===== config.mk =====
export PLATFORM = sky130hd
export DESIGN_NAME = aes_round_ctrl
export DESIGN_NICKNAME = d
export VERILOG_FILES = /design/src/rtl/aes_pkg.sv /design/src/rtl/aes_round_ctrl.sv
export SDC_FILE = /design/constraint.sdc
export NUM_CORES = 1
export LEC_CHECK = 0
export ABC_AREA = 0
export BUFFER_PORTS_ARGS = -buffer_cell sky130_fd_sc_hd__buf_2
export CORE_AREA = 2 2 305 307
export CTS_BUF_LIST = sky130_fd_sc_hd__clkbuf_16
export DETAILED_ROUTE_END_ITERATION = 16
export DIE_AREA = 0 0 307 309
export SETUP_SLACK_MARGIN = 0.15
export SYNTH_ARGS = -nofsm -noshare
export SYNTH_HDL_FRONTEND = slang
export SYNTH_SLANG_ARGS = --single-unit

===== constraint.sdc =====
create_clock -name clk -period 2.3 [get_ports clk]
set_input_delay 0.46 -clock clk [delete_from_list [all_inputs] [get_ports clk]]
set_output_delay 0.46 -clock clk [all_outputs]
set_load 0.02 [all_outputs]

===== src/rtl/aes_pkg.sv =====
// Shared constants, FSM state type and key-address helper for the AES round controller.
package aes_pkg;

    localparam int unsigned AES_NR128 = 10;
    localparam int unsigned AES_DW    = 128;
    localparam int unsigned RK_AW     = 4;
    localparam int unsigned SEL_W     = 2;

    localparam logic [SEL_W-1:0] SEL_FIRST = 2'b00;
    localparam logic [SEL_W-1:0] SEL_MID   = 2'b01;
    localparam logic [SEL_W-1:0] SEL_LAST  = 2'b10;

    typedef enum logic [1:0] {
        ST_IDLE  = 2'd0,
        ST_FETCH = 2'd1,
        ST_ROUND = 2'd2,
        ST_DONE  = 2'd3
    } ctrl_state_e;

    // Key address to present during the next round: min(r+2, nr), computed
    // one bit wider so r=14 does not wrap before the clamp.
    function automatic logic [RK_AW-1:0] rk_next(input logic [RK_AW-1:0] r,
                                                 input logic [RK_AW-1:0] nr);
        logic [RK_AW:0] sum;
        sum = {1'b0, r} + (RK_AW+1)'(2);
        if (sum > {1'b0, nr}) begin
            return nr;
        end
        return sum[RK_AW-1:0];
    endfunction

endpackage


===== src/rtl/aes_round_ctrl.sv =====
// Iterative AES round sequencer: owns the state register, the stream
// handshakes and round-key RAM addressing, and steps an external
// combinational round core once per clock for NR+1 rounds.
module aes_round_ctrl
    import aes_pkg::*;
#(
    parameter int unsigned NR = AES_NR128,
    parameter int unsigned DW = AES_DW
) (
    input  logic             clk,
    input  logic             rst,
    input  logic             in_valid,
    output logic             in_ready,
    input  logic [DW-1:0]    in_data,
    output logic             out_valid,
    input  logic             out_ready,
    output logic [DW-1:0]    out_data,
    output logic [RK_AW-1:0] rk_addr,
    input  logic [DW-1:0]    rk_data,
    output logic [DW-1:0]    core_din,
    output logic [DW-1:0]    core_kin,
    output logic [SEL_W-1:0] core_sel,
    input  logic [DW-1:0]    core_dout,
    output logic             busy,
    output logic [RK_AW-1:0] round_idx
);

    localparam logic [RK_AW-1:0] NR_IDX = RK_AW'(NR);

    ctrl_state_e      fsm_q;
    ctrl_state_e      fsm_d;
    logic [DW-1:0]    state_q;
    logic [DW-1:0]    state_d;
    logic [DW-1:0]    out_data_d;
    logic             out_valid_d;
    logic [RK_AW-1:0] rk_addr_d;
    logic [RK_AW-1:0] round_idx_d;

    // Handshake and status decode; reset blocks acceptance in the same cycle.
    assign in_ready = (fsm_q == ST_IDLE) && !rst;
    assign busy     = (fsm_q != ST_IDLE);
    assign core_din = state_q;
    assign core_kin = rk_data;

    // Round-type select for the core; only meaningful during ROUND.
    always_comb begin
        core_sel = SEL_FIRST;
        if (fsm_q == ST_ROUND) begin
            if (round_idx == '0) begin
                core_sel = SEL_FIRST;
            end else if (round_idx == NR_IDX) begin
                core_sel = SEL_LAST;
            end else begin
                core_sel = SEL_MID;
            end
        end
    end

    // Next-state and next-register computation.
    always_comb begin
        fsm_d       = fsm_q;
        state_d     = state_q;
        rk_addr_d   = rk_addr;
        round_idx_d = round_idx;
        out_valid_d = out_valid;
        out_data_d  = out_data;
        unique case (fsm_q)
            ST_IDLE: begin
                if (in_valid) begin
                    state_d     = in_data;
                    rk_addr_d   = '0;
                    round_idx_d = '0;
                    fsm_d       = ST_FETCH;
                end
            end
            ST_FETCH: begin
                // Key 0 is on its way out of the RAM; start prefetching key 1.
                rk_addr_d = RK_AW'(1);
                fsm_d     = ST_ROUND;
            end
            ST_ROUND: begin
                state_d   = core_dout;
                rk_addr_d = rk_next(round_idx, NR_IDX);
                if (round_idx == NR_IDX) begin
                    out_data_d  = core_dout;
                    out_valid_d = 1'b1;
                    fsm_d       = ST_DONE;
                end else begin
                    round_idx_d = round_idx + RK_AW'(1);
                end
            end
            ST_DONE: begin
                if (out_ready) begin
                    out_valid_d = 1'b0;
                    fsm_d       = ST_IDLE;
                end
            end
            default: begin
                fsm_d = ST_IDLE;
            end
        endcase
    end

    // Register update with synchronous reset; a reset abandons any block in flight.
    always_ff @(posedge clk) begin
        if (rst) begin
            fsm_q     <= ST_IDLE;
            state_q   <= '0;
            rk_addr   <= '0;
            round_idx <= '0;
            out_valid <= 1'b0;
            out_data  <= '0;
        end else begin
            fsm_q     <= fsm_d;
            state_q   <= state_d;
            rk_addr   <= rk_addr_d;
            round_idx <= round_idx_d;
            out_valid <= out_valid_d;
            out_data  <= out_data_d;
        end
    end

endmodule


==> results of run 1 <==
-- final cells by class --
class                   instances  area [um2]
fillers                     10400       75500
flip-flops and latches        267        5360
multi-input cells             833        4840
repair buffers                583        3280
well taps                    1186        1480
clock buffers                  31         776
clock inverters                27         133
inverters                       7        33.8
diodes                          2        5.00
-- cells by family after synthesis --
| logic type | count (synthesis) | synth area share (%) |
|---|---|---|
| simple gates | 421 | 13.9 |
| mux | 130 | 11.1 |
| fa+ha+maj | 10 | 1.07 |
| flops | 267 | 45.6 |
| buf+inv | 238 | 13.5 |
| compound gates | 270 | 14.6 |
| xor+xnor | 2 | 0.150 |
-- cell usage in the layout, fill, tap and decap left out, drive strengths merged --
master    synthesis  routed
mux2              1       1
nor4              1       1
nor3              2       2
clkinv            0      13
a31o              1       1
a21oi           134     134
nand2           265     265
xor2              2       2
clkbuf           35      31
a211o             1       1
or2               2       2
inv               7      20
buf             196     583
dfxtp           267     267
diode             0       2
nand2b            1       1
nand3             4       4
nand4b            1       1
mux2i           129     129
o211ai            1       1
ha               10      10
nand3b            2       2
nand4             1       1
nor2b             3       3
a32oi             2       2
o31ai             1       1
clkinvlp          0       1
and2              1       1
nor2            137     137
a31oi             1       1
or3               1       1
a211oi          129     129
-- what timing repair did --
item | CTS | global route
pin swaps | 2 | 2
endpoints found under the setup margin | 4 | 44
buffers inserted | 14 | 1
gates resized for setup | 19 | 5
-- critical path, stage by stage (launching register included) --
cell	delay (ns)
dfxtp_4	0.36
inv_4	0.07
ha_4	0.15
buf_12	0.10
nand4b_4	0.12
inv_4	0.09
buf_8	0.14
-- worst min path at each step --
stage                   start  slack (ns)             to  cells after the start
2_1_floorplan        fsm_q[0]        0.52       fsm_q[0]                      2
3_3_place_gp    out_data[110]        0.44  out_data[110]                      2
3_5_place_dp     out_data[80]        0.44   out_data[80]                      2
4_1_cts         core_dout[32]        0.05   out_data[32]                      3
5_1_grt         core_dout[32]        0.07   out_data[32]                      3
6_report       core_dout[122]        0.11  out_data[122]                      3
-- sequential cells by signal, indices dropped and copies added (netlist names) --
name	flops
core_din	128
out_data	128
rk_addr	4
round_idx	4
fsm_q	2
out_valid	1
-- per-layer routing --
metal | track usage, % | wire [um]
met2 | 15.0 | 21200
met3 | 2.90 | 4150
met1 | 9.75 | 17100
met5 | 0 | 13
met4 | 5.42 | 2670
-- power by group --
group          switching (mW)  total, mW  internal, mW
clock network            2.11       4.55          2.44
registers               0.542       6.10          5.55
logic                    3.42       5.39          1.98
-- through the flow --
stage | std cells | util (%) | setup slack (ns)
after floorplan | 1338 | - | 0.409
after global placement | 2861 | 16.2 | 0.302
after detailed placement | 2861 | 16.2 | 0.226
after CTS | 2933 | 17.4 | 0.135
after global routing | 2936 | 17.4 | 0.104
final | 2936 | 17.4 | 0.202
==> impl_table.tex, run 1 <==
\begin{tabular}{lr}
\hline
Metric & Value \\
\hline
\multicolumn{2}{l}{\textbf{Placement}} \\
Routability congestion estimate from global placement & 0.784 \\
Detailed placer's ending HPWL & 35,100 um \\
Dpl cell area & 0.0148 mm2 \\
\# port buffers & 528 \\
\multicolumn{2}{l}{\textbf{Final layout}} \\
Final Instance Area & 0.0159 mm2 \\
Share of layout cells above drive strength 1 & 36.9\% \\
Nets & 2,121 \\
Area growth from synthesis to final layout & 35.8\% \\
\multicolumn{2}{l}{\textbf{Global route}} \\
First-pass GRT wire length & 64,300 um \\
Pin count of the biggest net entering global routing & 82 \\
Antenna violations before repair & 8 \\
Grt total ovfl & 0 \\
Vias in the first global route & 10.5k \\
Gr usage total & 8.89\% \\
\multicolumn{2}{l}{\textbf{Timing}} \\
Measured slew at the worst slew-check pin & 0.449 ns \\
Final setup fails & 0 \\
Worst Hold Slack & 0.109 ns \\
Fin. Hold Viols & 0 \\
Post-route setup TNS & 0 ns \\
Pins Over Slew Limit & 0 \\
Crit path time final & 2.10 ns \\
Achievable Freq & 0.477 GHz \\
Setup repair after global routing missed its margin & yes \\
Worst Skew & 0.0107 ns \\
Final Cycle Share & 91.2\% \\
Slew HR & 70.1\% \\
\multicolumn{2}{l}{\textbf{Synthesis}} \\
Leading post-synthesis cells by instance count & dfxtp\_1, nand2\_1, buf\_4, nor2\_1, a21oi\_1 \\
Post-synthesis area per instance & 8.75 um2 \\
Number of synthesized flops with an enable pin & 0 \\
Cell count after synthesis & 1,338 \\
Fraction of the yosys area taken by sequential cells & 45.6\% \\
Library cell with the largest summed area after synthesis & dfxtp\_1 \\
Post-Synthesis Cell Area & 0.0117 mm2 \\
Net count after synthesis & 1,736 \\
Leading cell type by number of instances after synthesis & dfxtp\_1 \\
Share of synthesized flip-flops with an asynchronous set or reset & 0\% \\
Post-synth cell types & 34 \\
Top\_reg\_cell synth & dfxtp\_1 \\
Total of warnings raised by yosys & 0 \\
Flops \& latches, synth & 267 \\
Top area cells in the synthesized netlist & dfxtp\_1, mux2i\_1, buf\_4 \\
Share of the synthesized area in the top cell type & 45.6\% \\
\multicolumn{2}{l}{\textbf{Setup path}} \\
CP Capture Type & output pin \\
CP required & 1.84 ns \\
Worst flop-to-flop path startpoint & fsm\_q[0] \\
R2R depth & 8 \\
Reg2reg setup slack & 0.22 ns \\
Critical Path End & core\_sel[1] \\
Crit Path Max Fanout & 5 \\
Arrival @ worst endpoint & 1.64 ns \\
Startpoint class of the critical path & flip-flop \\
Reg-to-reg critical path endpoint & core\_din[30] \\
Type of the setup path with the least slack & flip-flop to output pin \\
Worst setup startpoint & fsm\_q[0] \\
\multicolumn{2}{l}{\textbf{Run status}} \\
Outcome & finished clean \\
\multicolumn{2}{l}{\textbf{Die}} \\
Standard-cell row count & 111 \\
Chip width & 307 um \\
Core Box Area & 0.0914 mm2 \\
Die Area & 0.0949 mm2 \\
Vertical die dimension & 309 um \\
Number of I/O pins & 785 \\
Effective utilization at floorplan & 12.8\% \\
\multicolumn{2}{l}{\textbf{Drt}} \\
DRC violation count after routing & 0 \\
Total number of vias & 10.8k \\
Antenna viol nets, final & 0 \\
First-pass iteration count of the detailed router & 5 \\
Number of DRC markers after the initial detailed-route iteration & 581 \\
Mean number of vias per cell & 3.68 \\
Post-DR wirelength/cell & 15.4 um \\
Aggregate routed wire length & 45,200 um \\
\multicolumn{2}{l}{\textbf{Clock tree}} \\
Register clock-pin slew on the reported worst setup and hold paths & 0.06 ns \\
Number of H-tree levels & 1 \\
Cts bufs inserted & 31 \\
Clock sinks & 267 \\
Root Driver & clkbuf\_16 \\
Clock tree buffer depth & 3 \\
CTS tree & done \\
Number of hold buffers added after CTS & 0 \\
Clock latency on the worst-skew pair & 0.60 ns \\
\multicolumn{2}{l}{\textbf{Power and ir drop}} \\
Pwr dens & 1010 mW/mm2 \\
Worst IR Drop VDD & 580 uV \\
Leak Pwr & 6.60 nW \\
Overall Power & 16.0 mW \\
\multicolumn{2}{l}{\textbf{Worst hold path}} \\
Tightest Hold Check Type & input port to flip-flop \\
\multicolumn{2}{l}{\textbf{Run}} \\
Max-cap violations & 0 \\
\hline
\end{tabular}
No activity file was read; power rests on OpenSTA's default activity.
==> run 2, diff against run 1 <==
Settings changed: BUFFER_PORTS_ARGS -buffer_cell sky130_fd_sc_hd__buf_2 to -buffer_cell sky130_fd_sc_hd__clkbuf_2.
==> impl_table.tex, run 2 (synthesis results as in run 1) <==
\begin{tabular}{lr}
\hline
Metric & Value \\
\hline
\multicolumn{2}{l}{\textbf{Die}} \\
Vertical die dimension & 309 um (unchanged) \\
Number of I/O pins & 785 (unchanged) \\
Standard-cell row count & 111 (unchanged) \\
Core Box Area & 0.0914 mm2 (unchanged) \\
Effective utilization at floorplan & 12.8\% (unchanged) \\
Die Area & 0.0949 mm2 (unchanged) \\
Chip width & 307 um (unchanged) \\
\multicolumn{2}{l}{\textbf{Clock tree}} \\
CTS tree & done (unchanged) \\
Clock latency on the worst-skew pair & 0.55 ns (was 0.60 ns) \\
Root Driver & clkbuf\_16 (unchanged) \\
Clock sinks & 267 (unchanged) \\
Cts bufs inserted & 34 (was 31) \\
Clock tree buffer depth & 3 (unchanged) \\
Register clock-pin slew on the reported worst setup and hold paths & 0.06 ns (about the same) \\
Number of H-tree levels & 2 (was 1) \\
Number of hold buffers added after CTS & 0 (unchanged) \\
\multicolumn{2}{l}{\textbf{Power and ir drop}} \\
Pwr dens & 1060 mW/mm2 (was 1010 mW/mm2) \\
Leak Pwr & 6.46 nW (was 6.60 nW) \\
Worst IR Drop VDD & 585 uV (was 580 uV) \\
Overall Power & 16.9 mW (was 16.0 mW) \\
\multicolumn{2}{l}{\textbf{Placement}} \\
\# port buffers & 528 (unchanged) \\
Routability congestion estimate from global placement & 0.778 (was 0.784) \\
Detailed placer's ending HPWL & 35,000 um (was 35,100 um) \\
\multicolumn{2}{l}{\textbf{Drt}} \\
Antenna viol nets, final & 0 (unchanged) \\
Post-DR wirelength/cell & 15.5 um (was 15.4 um) \\
First-pass iteration count of the detailed router & 4 (was 5) \\
Aggregate routed wire length & 45,400 um (was 45,200 um) \\
Number of DRC markers after the initial detailed-route iteration & 526 (was 581) \\
DRC violation count after routing & 0 (unchanged) \\
Total number of vias & 10.7k (was 10.8k) \\
Mean number of vias per cell & 3.64 (was 3.68) \\
\multicolumn{2}{l}{\textbf{Global route}} \\
Most Crowded Layer GR & met2 (unchanged) \\
Grt total ovfl & 0 (unchanged) \\
Vias in the first global route & 10.1k (was 10.5k) \\
GR Util met3 & 3.31\% (was 2.90\%) \\
Met1 Track Usage GR & 9.92\% (was 9.75\%) \\
Antenna violations before repair & 3 (was 8) \\
Met2 usage & 14.8\% (was 15.0\%) \\
Gr usage total & 9.04\% (was 8.89\%) \\
Pin count of the biggest net entering global routing & 79 (was 82) \\
First-pass GRT wire length & 64,400 um (was 64,300 um) \\
\multicolumn{2}{l}{\textbf{Timing}} \\
Fin. Hold Viols & 0 (unchanged) \\
Final setup fails & 0 (unchanged) \\
Worst Hold Slack & 0.132 ns (was 0.109 ns) \\
Final Cycle Share & 89.9\% (was 91.2\%) \\
Crit path time final & 2.07 ns (was 2.10 ns) \\
Achievable Freq & 0.484 GHz (was 0.477 GHz) \\
Measured slew at the worst slew-check pin & 0.629 ns (was 0.449 ns) \\
Post-route setup TNS & 0 ns (unchanged) \\
Worst Skew & 0.0179 ns (was 0.0107 ns) \\
Pins Over Slew Limit & 0 (unchanged) \\
Slew HR & 58.1\% (was 70.1\%) \\
Setup repair after global routing missed its margin & yes (unchanged) \\
\multicolumn{2}{l}{\textbf{Final layout}} \\
Combined area of the multi-input logic cells & 0.00485 mm2 (was 0.00484 mm2) \\
Area occupied by registers & 0.00536 mm2 (about the same) \\
Share of layout cells above drive strength 1 & 36.9\% (about the same) \\
Most frequent cells in the layout & clkbuf\_2, nand2\_1, dfxtp\_1 (was buf\_2, nand2\_1, dfxtp\_1) \\
Nets & 2,111 (was 2,121) \\
Leading cell type in the layout, fill and taps excluded & clkbuf\_2 (was buf\_2) \\
Filler cell count in the final layout & 10.3k (was 10.4k) \\
Final core occ & 17.5\% (was 17.4\%) \\
Area growth from synthesis to final layout & 36.4\% (was 35.8\%) \\
\multicolumn{2}{l}{\textbf{Setup path}} \\
Arrival @ worst endpoint & 1.61 ns (was 1.64 ns) \\
Startpoint class of the critical path & flip-flop (unchanged) \\
Type of the setup path with the least slack & flip-flop to output pin (unchanged) \\
CP required & 1.84 ns (about the same) \\
Crit Path Max Fanout & 9 (was 5) \\
CP Capture Type & output pin (unchanged) \\
\multicolumn{2}{l}{\textbf{Worst hold path}} \\
Tightest Hold Check Type & input port to flip-flop (unchanged) \\
\multicolumn{2}{l}{\textbf{Run}} \\
Max-cap violations & 0 (unchanged) \\
\multicolumn{2}{l}{\textbf{Run status}} \\
Outcome & finished clean (unchanged) \\
\hline
\end{tabular}
run 2: changes by cell type in the layout (fill, tap and decap cells not counted), moves of 3 or more:
cell and change:
buf_2 -525, buf_4 -11, bufinv_16 +4, clkbuf_16 +3, clkbuf_2 +524, clkinv_4 +3
inv_1 -5, inv_2 +3
run 2: critical path, stage by stage, from the launching register on:
cell and delay (ns):
dfxtp_4 0.38, ha_4 0.18, nand3b_1 0.11, nand2_2 0.09
a21oi_2 0.14, clkbuf_8 0.17
run 2: layout make-up:
type,instances,area share (%)
clock inverter,25,1.54
multi-input combinational,833,30.4
tap,1186,9.29
clock buffer,34,5.33
timing repair buffer,570,19.7
inverter,7,0.180
sequential,267,33.5
antenna,3,0.0470
run 2: what timing repair did:
action                                  in CTS  in global routing
buffers inserted                             4                  1
resized for setup                           18                  4
endpoints found under the setup margin       4                  2
pin swaps                                    0                  1
run 2: path summary, 6_finish.rpt:
check | start | endpoint | slack (ns) | depth (start not counted)
setup reg to reg | fsm_q[0] | core_din[12] | 0.34 | 6
hold / removal | core_dout[8] | out_data[8] | 0.13 | 3
setup / recovery | round_idx[1] | core_sel[0] | 0.23 | 5
hold reg to reg | out_data[23] | out_data[23] | 0.45 | 2
run 2: metrics by stage:
step / area (um2) / worst slack (ns) / instances
after floorplan: 11700 / 0.409 / 1338
final: 16000 / 0.232 / 2925
after detailed placement: 14800 / 0.273 / 2858
after global placement: 14800 / 0.345 / 2858
after global routing: 16000 / 0.133 / 2924
after CTS: 15900 / 0.127 / 2921
run 2: where the power goes:
part / leakage [nW] / internal [mW] / total (mW) / switching (mW)
Clock: 0.554 / 3.16 / 5.37 / 2.21
Combinational: 3.72 / 1.99 / 5.42 / 3.43
Sequential: 2.18 / 5.55 / 6.15 / 0.598
run 2: per-layer routing:
metal  vias to the layer above  wire length (um)
li1                       5186                 -
met1                      4816             17300
met2                       509             21000
met3                       141              4240
met4                         2              2820
met5                         -                13
